File: src/rtl/pipelined_ripple_adder.sv
// -----------------------------------------------------------------------------
// pipelined_ripple_adder
//
// Purpose:
//   WIDTH-bit adder whose carry chain is cut into STAGES equal segments of
//   SEG = WIDTH/STAGES bits, with one register stage per segment. Stage k adds
//   segment k of the operands plus the carry registered by stage k-1, so the
//   critical path is a single SEG-bit ripple. One operation per cycle is
//   accepted; results appear STAGES enabled edges later, fully aligned.
//   A valid/ready handshake with a single global advance enable provides
//   backpressure: when the output is occupied and not taken, everything holds.
//
// Optional feature (macro ADDER_SUB_EN):
//   Adds the SubMode input. SubMode travels with its operation; in subtract
//   mode each stage uses the inverted B segment and stage 0 forces carry-in
//   to 1 (CarryIn ignored), giving A - B. CarryOut=1 then means "no borrow".
//   Without the macro the port and its pipeline bits do not exist.
//
// Ports:
//   Clk       in   1      rising-edge clock
//   Rst       in   1      synchronous active-high reset, priority over all
//   InputA    in   WIDTH  operand A
//   InputB    in   WIDTH  operand B
//   CarryIn   in   1      carry into bit 0
//   SubMode   in   1      (ADDER_SUB_EN only) 1 = subtract
//   InValid   in   1      operands valid this cycle
//   InReady   out  1      block accepts this cycle (= !OutValid || OutReady)
//   OutSum    out  WIDTH  registered sum
//   CarryOut  out  1      carry out of bit WIDTH-1
//   Overflow  out  1      two's-complement signed overflow
//   OutValid  out  1      result outputs valid
//   OutReady  in   1      downstream accepts this cycle
// -----------------------------------------------------------------------------
module pipelined_ripple_adder #(
   parameter int WIDTH  = 16,
   parameter int STAGES = 4
) (
   input  logic             Clk,
   input  logic             Rst,
   input  logic [WIDTH-1:0] InputA,
   input  logic [WIDTH-1:0] InputB,
   input  logic             CarryIn,
`ifdef ADDER_SUB_EN
   input  logic             SubMode,
`endif
   input  logic             InValid,
   output logic             InReady,
   output logic [WIDTH-1:0] OutSum,
   output logic             CarryOut,
   output logic             Overflow,
   output logic             OutValid,
   input  logic             OutReady
);

   localparam int SEG = WIDTH / STAGES;

   // Single global enable: the whole pipe moves only when the output slot is
   // empty or being drained this cycle.
   logic adv;
   assign adv     = !OutValid || OutReady;
   assign InReady = adv;

   genvar gi;
   generate
      for (gi = 0; gi < STAGES; gi++) begin : g_stage
         // Bits below LO are already summed when an operation reaches this stage.
         localparam int LO = gi * SEG;

         // src_w packs {pending A bits, completed sum bits} into one word; this
         // stage replaces its own segment of A with the segment sum.
         logic [WIDTH-1:0]    src_w;
         // Remaining (not yet consumed) B bits; bit 0 is this stage's segment.
         logic [WIDTH-LO-1:0] src_b;
         logic                src_c;
         logic                src_v;
`ifdef ADDER_SUB_EN
         logic                src_sub;
`endif
         logic [SEG-1:0]      seg_b;
         logic [SEG:0]        seg_res;
         logic [WIDTH-1:0]    w_d;

         logic                vld_q;
         logic [WIDTH-1:0]    w_q;
         logic                cy_q;

         if (gi == 0) begin : g_src
            assign src_w = InputA;
            assign src_b = InputB;
            assign src_v = InValid;
`ifdef ADDER_SUB_EN
            assign src_sub = SubMode;
            // Subtract forces the +1 of the two's-complement negation.
            assign src_c   = SubMode | CarryIn;
`else
            assign src_c   = CarryIn;
`endif
         end else begin : g_src
            assign src_w = g_stage[gi-1].w_q;
            assign src_b = g_stage[gi-1].g_pend.b_q;
            assign src_v = g_stage[gi-1].vld_q;
            assign src_c = g_stage[gi-1].cy_q;
`ifdef ADDER_SUB_EN
            assign src_sub = g_stage[gi-1].g_pend.sub_q;
`endif
         end

         always_comb begin
`ifdef ADDER_SUB_EN
            seg_b = src_b[SEG-1:0] ^ {SEG{src_sub}};
`else
            seg_b = src_b[SEG-1:0];
`endif
            seg_res = {1'b0, src_w[LO +: SEG]} + {1'b0, seg_b} + {{SEG{1'b0}}, src_c};
            w_d = src_w;
            w_d[LO +: SEG] = seg_res[SEG-1:0];
         end

         always_ff @(posedge Clk) begin
            if (Rst) begin
               vld_q <= 1'b0;
               w_q   <= '0;
               cy_q  <= 1'b0;
            end else if (adv) begin
               vld_q <= src_v;
               w_q   <= w_d;
               cy_q  <= seg_res[SEG];
            end
         end

         // Skew registers for the B bits (and the mode bit) still to be added
         // by later stages. The last stage has nothing left to carry forward.
         if (gi < STAGES - 1) begin : g_pend
            logic [WIDTH-LO-SEG-1:0] b_q;
`ifdef ADDER_SUB_EN
            logic                    sub_q;
`endif
            always_ff @(posedge Clk) begin
               if (Rst) begin
                  b_q <= '0;
`ifdef ADDER_SUB_EN
                  sub_q <= 1'b0;
`endif
               end else if (adv) begin
                  b_q <= src_b[WIDTH-LO-1:SEG];
`ifdef ADDER_SUB_EN
                  sub_q <= src_sub;
`endif
               end
            end
         end

         // The top segment sees the operand MSBs and the result MSB together,
         // so signed overflow is resolved here and registered with the sum.
         if (gi == STAGES - 1) begin : g_last
            logic ov_d;
            logic ov_q;

            always_comb begin
               ov_d = (src_w[WIDTH-1] == seg_b[SEG-1]) &&
                      (seg_res[SEG-1] != src_w[WIDTH-1]);
            end

            always_ff @(posedge Clk) begin
               if (Rst) begin
                  ov_q <= 1'b0;
               end else if (adv) begin
                  ov_q <= ov_d;
               end
            end
         end
      end
   endgenerate

   assign OutSum   = g_stage[STAGES-1].w_q;
   assign CarryOut = g_stage[STAGES-1].cy_q;
   assign Overflow = g_stage[STAGES-1].g_last.ov_q;
   assign OutValid = g_stage[STAGES-1].vld_q;

endmodule

File: config.mk
export PLATFORM = sky130hd
export DESIGN_NAME = pipelined_ripple_adder
export DESIGN_NICKNAME = d
export VERILOG_FILES = /design/src/rtl/pipelined_ripple_adder.sv
export SDC_FILE = /design/constraint.sdc
export NUM_CORES = 1
export LEC_CHECK = 0
export CAP_MARGIN = 5
export CORE_ASPECT_RATIO = 1.5
export CORE_UTILIZATION = 54
export DETAILED_ROUTE_END_ITERATION = 8
export MAX_ROUTING_LAYER = met4
export PLACE_DENSITY_LB_ADDON = 0.2
export SLEW_MARGIN = 5
export SYNTH_ARGS = -nofsm -noshare
export SYNTH_HDL_FRONTEND = slang
export SYNTH_SLANG_ARGS = --single-unit
File: constraint.sdc
create_clock -name Clk -period 2.05 [get_ports Clk]
set_clock_uncertainty 0.1 [all_clocks]
set_input_delay 0.205 -clock Clk [delete_from_list [all_inputs] [get_ports Clk]]
set_output_delay 0.205 -clock Clk [all_outputs]
set_load 0.05 [all_outputs]
== After elaboration in Yosys (flattened, before gate mapping) ==
Cells that the tools add are included.
Cells by class
  add/subtract/negate cells: 8
  multipliers: 0
  divide/modulo/power cells: 0
  magnitude comparators: 0
  eq/ne operators: 2
  shifts and indexed selects: 0
  muxes and demuxes: 0
  bitwise operators: 0
  reduce and logical (&&, ||, !) cells: 3
Operator list (count)
  $add 4x4->5: 4
  $add 5x1->5: 4
  $eq 1x1->1: 1
  $logic_and 1x1->1: 1
  $logic_not 1->1: 1
  $logic_or 1x1->1: 1
  $ne 1x1->1: 1
Word-level totals
  bits in registers: 97
  bits in latches: 0
  bits in writable memories: 0
  memory bits (read-only): 0
  bits of input ports: 37
  output and inout port bits: 20
  word-level logic and storage cells: 29
  memories kept: 0

== Logic depth before layout (Yosys ltp) ==
  word-level depth: 4
  depth in mapped cells: 6
  gate-level depth less buffers: 6

== Worst setup path after synthesis ==
Ideal clock, no wire load.
  path type: reg-to-reg
  start point: register g_stage[2].w_q[12]
  end point: register g_stage[3].cy_q, in the netlist CarryOut
  arrival: 1.588 ns
  path slack: 0.240 ns
  stages on the path, launching flop included: 6
  buffers on the path: 0
  cell sequence: dfxtp_1 > fa_1 > fa_1 > a21o_1 > a211oi_1 > nor3_1
On the way
  longest elaborated chain between the ends: 2
Ends and longest elaborated chain
  start: declaration: RTL line 84  | logic [WIDTH-1:0] w_q;
  start signal: assignment: RTL line 126  | w_q <= w_d;
  $add 4x4->5: RTL line 114  | seg_res = {1'b0, src_w[LO +: SEG]} + {1'b0, seg_b} + {{SEG{1'b0}}, src_c};
  $add 5x1->5: RTL line 114
  end signal: assignment: RTL line 127  | cy_q <= seg_res[SEG];
  end: declaration: RTL line 85  | logic cy_q;
No other way between the ends.
A chain may end at the register's enable or synchronous reset.

== Worst setup path in the final report ==
  start point: register g_stage[0].w_q[4]
  end point: register g_stage[1].cy_q
On the way
  longest elaborated chain between the ends: 2
Ends and longest elaborated chain (RTL line)
  start: declaration: 84
  start signal: assignment: 126
  $add 4x4->5: 114
  $add 5x1->5: 114
  end signal: assignment: 127
  end: declaration: 85
No other way between the ends.

==> results.json <==
{
  "outcome": "finished clean",
  "vias_per_cell": 5.12,
  "grt_pass1_wl_microns": 13200,
  "die_height_microns": 107,
  "ys_seq_elements": 97,
  "cts-root-buf": "clkbuf_8",
  "initial_core_util_pct": 56.6,
  "syn_area_sq_mm": 0.00396,
  "hold_start": "Rst",
  "crit_slowest_cell": "fa_1",
  "fp.dieW_microns": 71.9,
  "synthFlopType": "dfxtp_1",
  "relSlewSlack_pct": 60.0,
  "leakagePower_nw": 1.90,
  "grt-ovfl-total": 0,
  "finalCritPeriodShare_pct": 92.1,
  "clock_path_buffers": 2,
  "dr.pass1.iters": 4,
  "areaGrowthSynthToFinish_pct": 20.1,
  "path_buf_inv": 0,
  "wl_met1_microns": 3380,
  "timing.final.hold_violations": 0,
  "grtUsageTotal_pct": 22.3,
  "hpwl_microns": 5350,
  "synthTopCellsByArea": "dfxtp_1 (49%), nand2_1 (16%), a21oi_1 (11%)",
  "hold_class": "input port to flop",
  "crit_family": "adder cells",
  "path_common_cell": "fa_1",
  "drcViolationCount": 0,
  "post-place-ws_ns": 0.0818,
  "dr_wl_met2_microns": 3860,
  "fin_ws_ns": 0.163,
  "ios": 57,
  "async_flop_share_pct": 0,
  "cts_tree": "built",
  "post_cts_buffers": 0,
  "slew_viol_final": 0,
  "core_area_sq_mm": 0.00699,
  "yosys_warnings": 0,
  "fmax_ghz": 0.530,
  "slowest_delay_ns": 0.46,
  "dp.cells": 608,
  "period_needed_ns": 1.89,
  "dieArea_sq_mm": 0.00769,
  "cts_resized": 0,
  "crit_start": "g_stage[0].w_q[4]$_SDFFE_PP0P_",
  "wl_met3_microns": 150,
  "synth.top_cells.by_count": "nand2_1 (167), dfxtp_1 (97), a21oi_1 (87)",
  "path_class": "flop to flop",
  "syn_area_per_cell_sq_um": 8.41,
  "place_congestion": 0.852,
  "vias": 3191,
  "cp_cell_sequence": "fa_1, fa_1, a21o_1, a211oi_1, nor3_1",
  "end_kind": "flop",
  "arrival_ns": 2.03,
  "reg2reg_slack_ns": 0.16,
  "layout-drive-gt1-share_pct": 6.65,
  "crit_fanout": 2,
  "numCtsBuffers": 9,
  "r2r-start": "g_stage[0].w_q[4]$_SDFFE_PP0P_",
  "synth-edff-count": 0,
  "io_buffers": 56,
  "ant_nets": 0,
  "crit_required_ns": 2.19,
  "clk_pin_slew_ns": 0.09,
  "netlist_instances": 471,
  "fin_nets": 579,
  "htree_levels": 3,
  "antenna_cells": 0,
  "rsz0062_at_grt": "false",
  "ctsHoldBuffers": 0,
  "drtIter0Drc": 178,
  "highest_layer": "met4",
  "setup_viol": 0,
  "tightest_slew_ns": 0.599,
  "synth_cell_types": 29,
  "cts.sinks": 97,
  "synth_area_leader_cell": "dfxtp_1",
  "stdcell_count": 623,
  "powerDensity_mw_per_mm2": 756,
  "start_kind": "flop",
  "synth_nets": 528,
  "utilization_pct": 68.1,
  "routed_wl_microns": 7590,
  "antenna_found_initial": 0,
  "ys_seq_area_share_pct": 49.0,
  "routedWlPerCell_microns": 12.2,
  "ir_drop_uv": 473,
  "final.setup.tns_ns": 0,
  "placement_rows": 37,
  "grt_max_degree": 42,
  "grt_pass1_vias": 3135,
  "cap_violations": 0,
  "synth.most_common_cell": "nand2_1",
  "clk_latency_ns": 0.34,
  "synth_top_area_share_pct": 49.0
}
## worst paths after layout
| kind | end | cells past startpoint |
|---|---|---|
| worst max-delay path | g_stage[1].cy_q$_SDFFE_PP0P_ | 5 |
| worst max register to register | g_stage[1].cy_q$_SDFFE_PP0P_ | 5 |
| worst min register to register | g_stage[2].w_q[3]$_SDFFE_PP0P_ | 2 |
| worst min-delay path | OutValid$_SDFFE_PP0P_ | 2 |
## cells by family after synthesis
logic type,after synthesis,synth area share [%]
flip-flops,97,49.0
AND/OR/NAND/NOR,199,20.5
AO/OA/AOI/OAI,112,16.3
adder cells (fa/ha/maj),20,7.84
XOR/XNOR,4,0.885
buffers and inverters,39,5.40
## worst reg2reg max path: stages (launching register included)
cell	delay (ns)
dfxtp_1	0.33
fa_1	0.46
fa_1	0.42
a21o_1	0.17
a211oi_1	0.23
nor3_1	0.07
## metrics by stage
step	total power, mW	area, sq um	hold WS [ns]
finish	3.60	4760	0.252
global route	3.76	4760	0.288
CTS	3.62	4760	0.248
detailed placement	2.49	4580	0.345
global placement	2.48	4580	0.337
floorplan	2.33	3960	0.245
## state kept, by name, summed over array words and instances (netlist names)
register	count
g_stage.cy_q	3
g_stage.vld_q	3
Overflow	1
CarryOut	1
g_stage.w_q	48
OutValid	1
g_stage.g_pend.b_q	24
OutSum	16
## power by group
part	total (mW)	internal [mW]	leakage (nW)	switching, mW
Sequential	2.04	1.99	0.797	0.0579
Clock	1.15	0.558	0.0864	0.592
Combinational	0.402	0.194	1.01	0.209
Total	3.60	2.74	1.90	0.858
## placed cells by master, fill, tap and decap left out, types with 4 or more instances in the layout
cell type / instances
nand2_1: 167
dfxtp_1: 97
a21oi_1: 87
clkdlybuf4s50_1: 54
buf_4: 16
nor2_1: 12
ha_1: 12
clkbuf_8: 9
fa_1: 8
a211oi_1: 7
inv_1: 6
nand3b_1: 6
a21o_1: 5
a2111o_1: 5
o211ai_1: 4
xnor2_1: 4
## area by class of cell
type                    instances  area [sq um]
repair buffers                 72           686
flip-flops and latches         97          1940
multi-input cells             335          1800
fillers                       590          2230
clock buffers                  12           135
well taps                      97           121
clock inverters                 3          42.5
inverters                       7          26.3
## layer usage
layer  global-route usage (%)  up-vias
met3                     3.67       16
met2                     38.5       52
met5                        -        -
met4                     10.4        0
li1                         -     1659
met1                     25.0     1464
No activity file was read; power rests on OpenSTA's default activity.
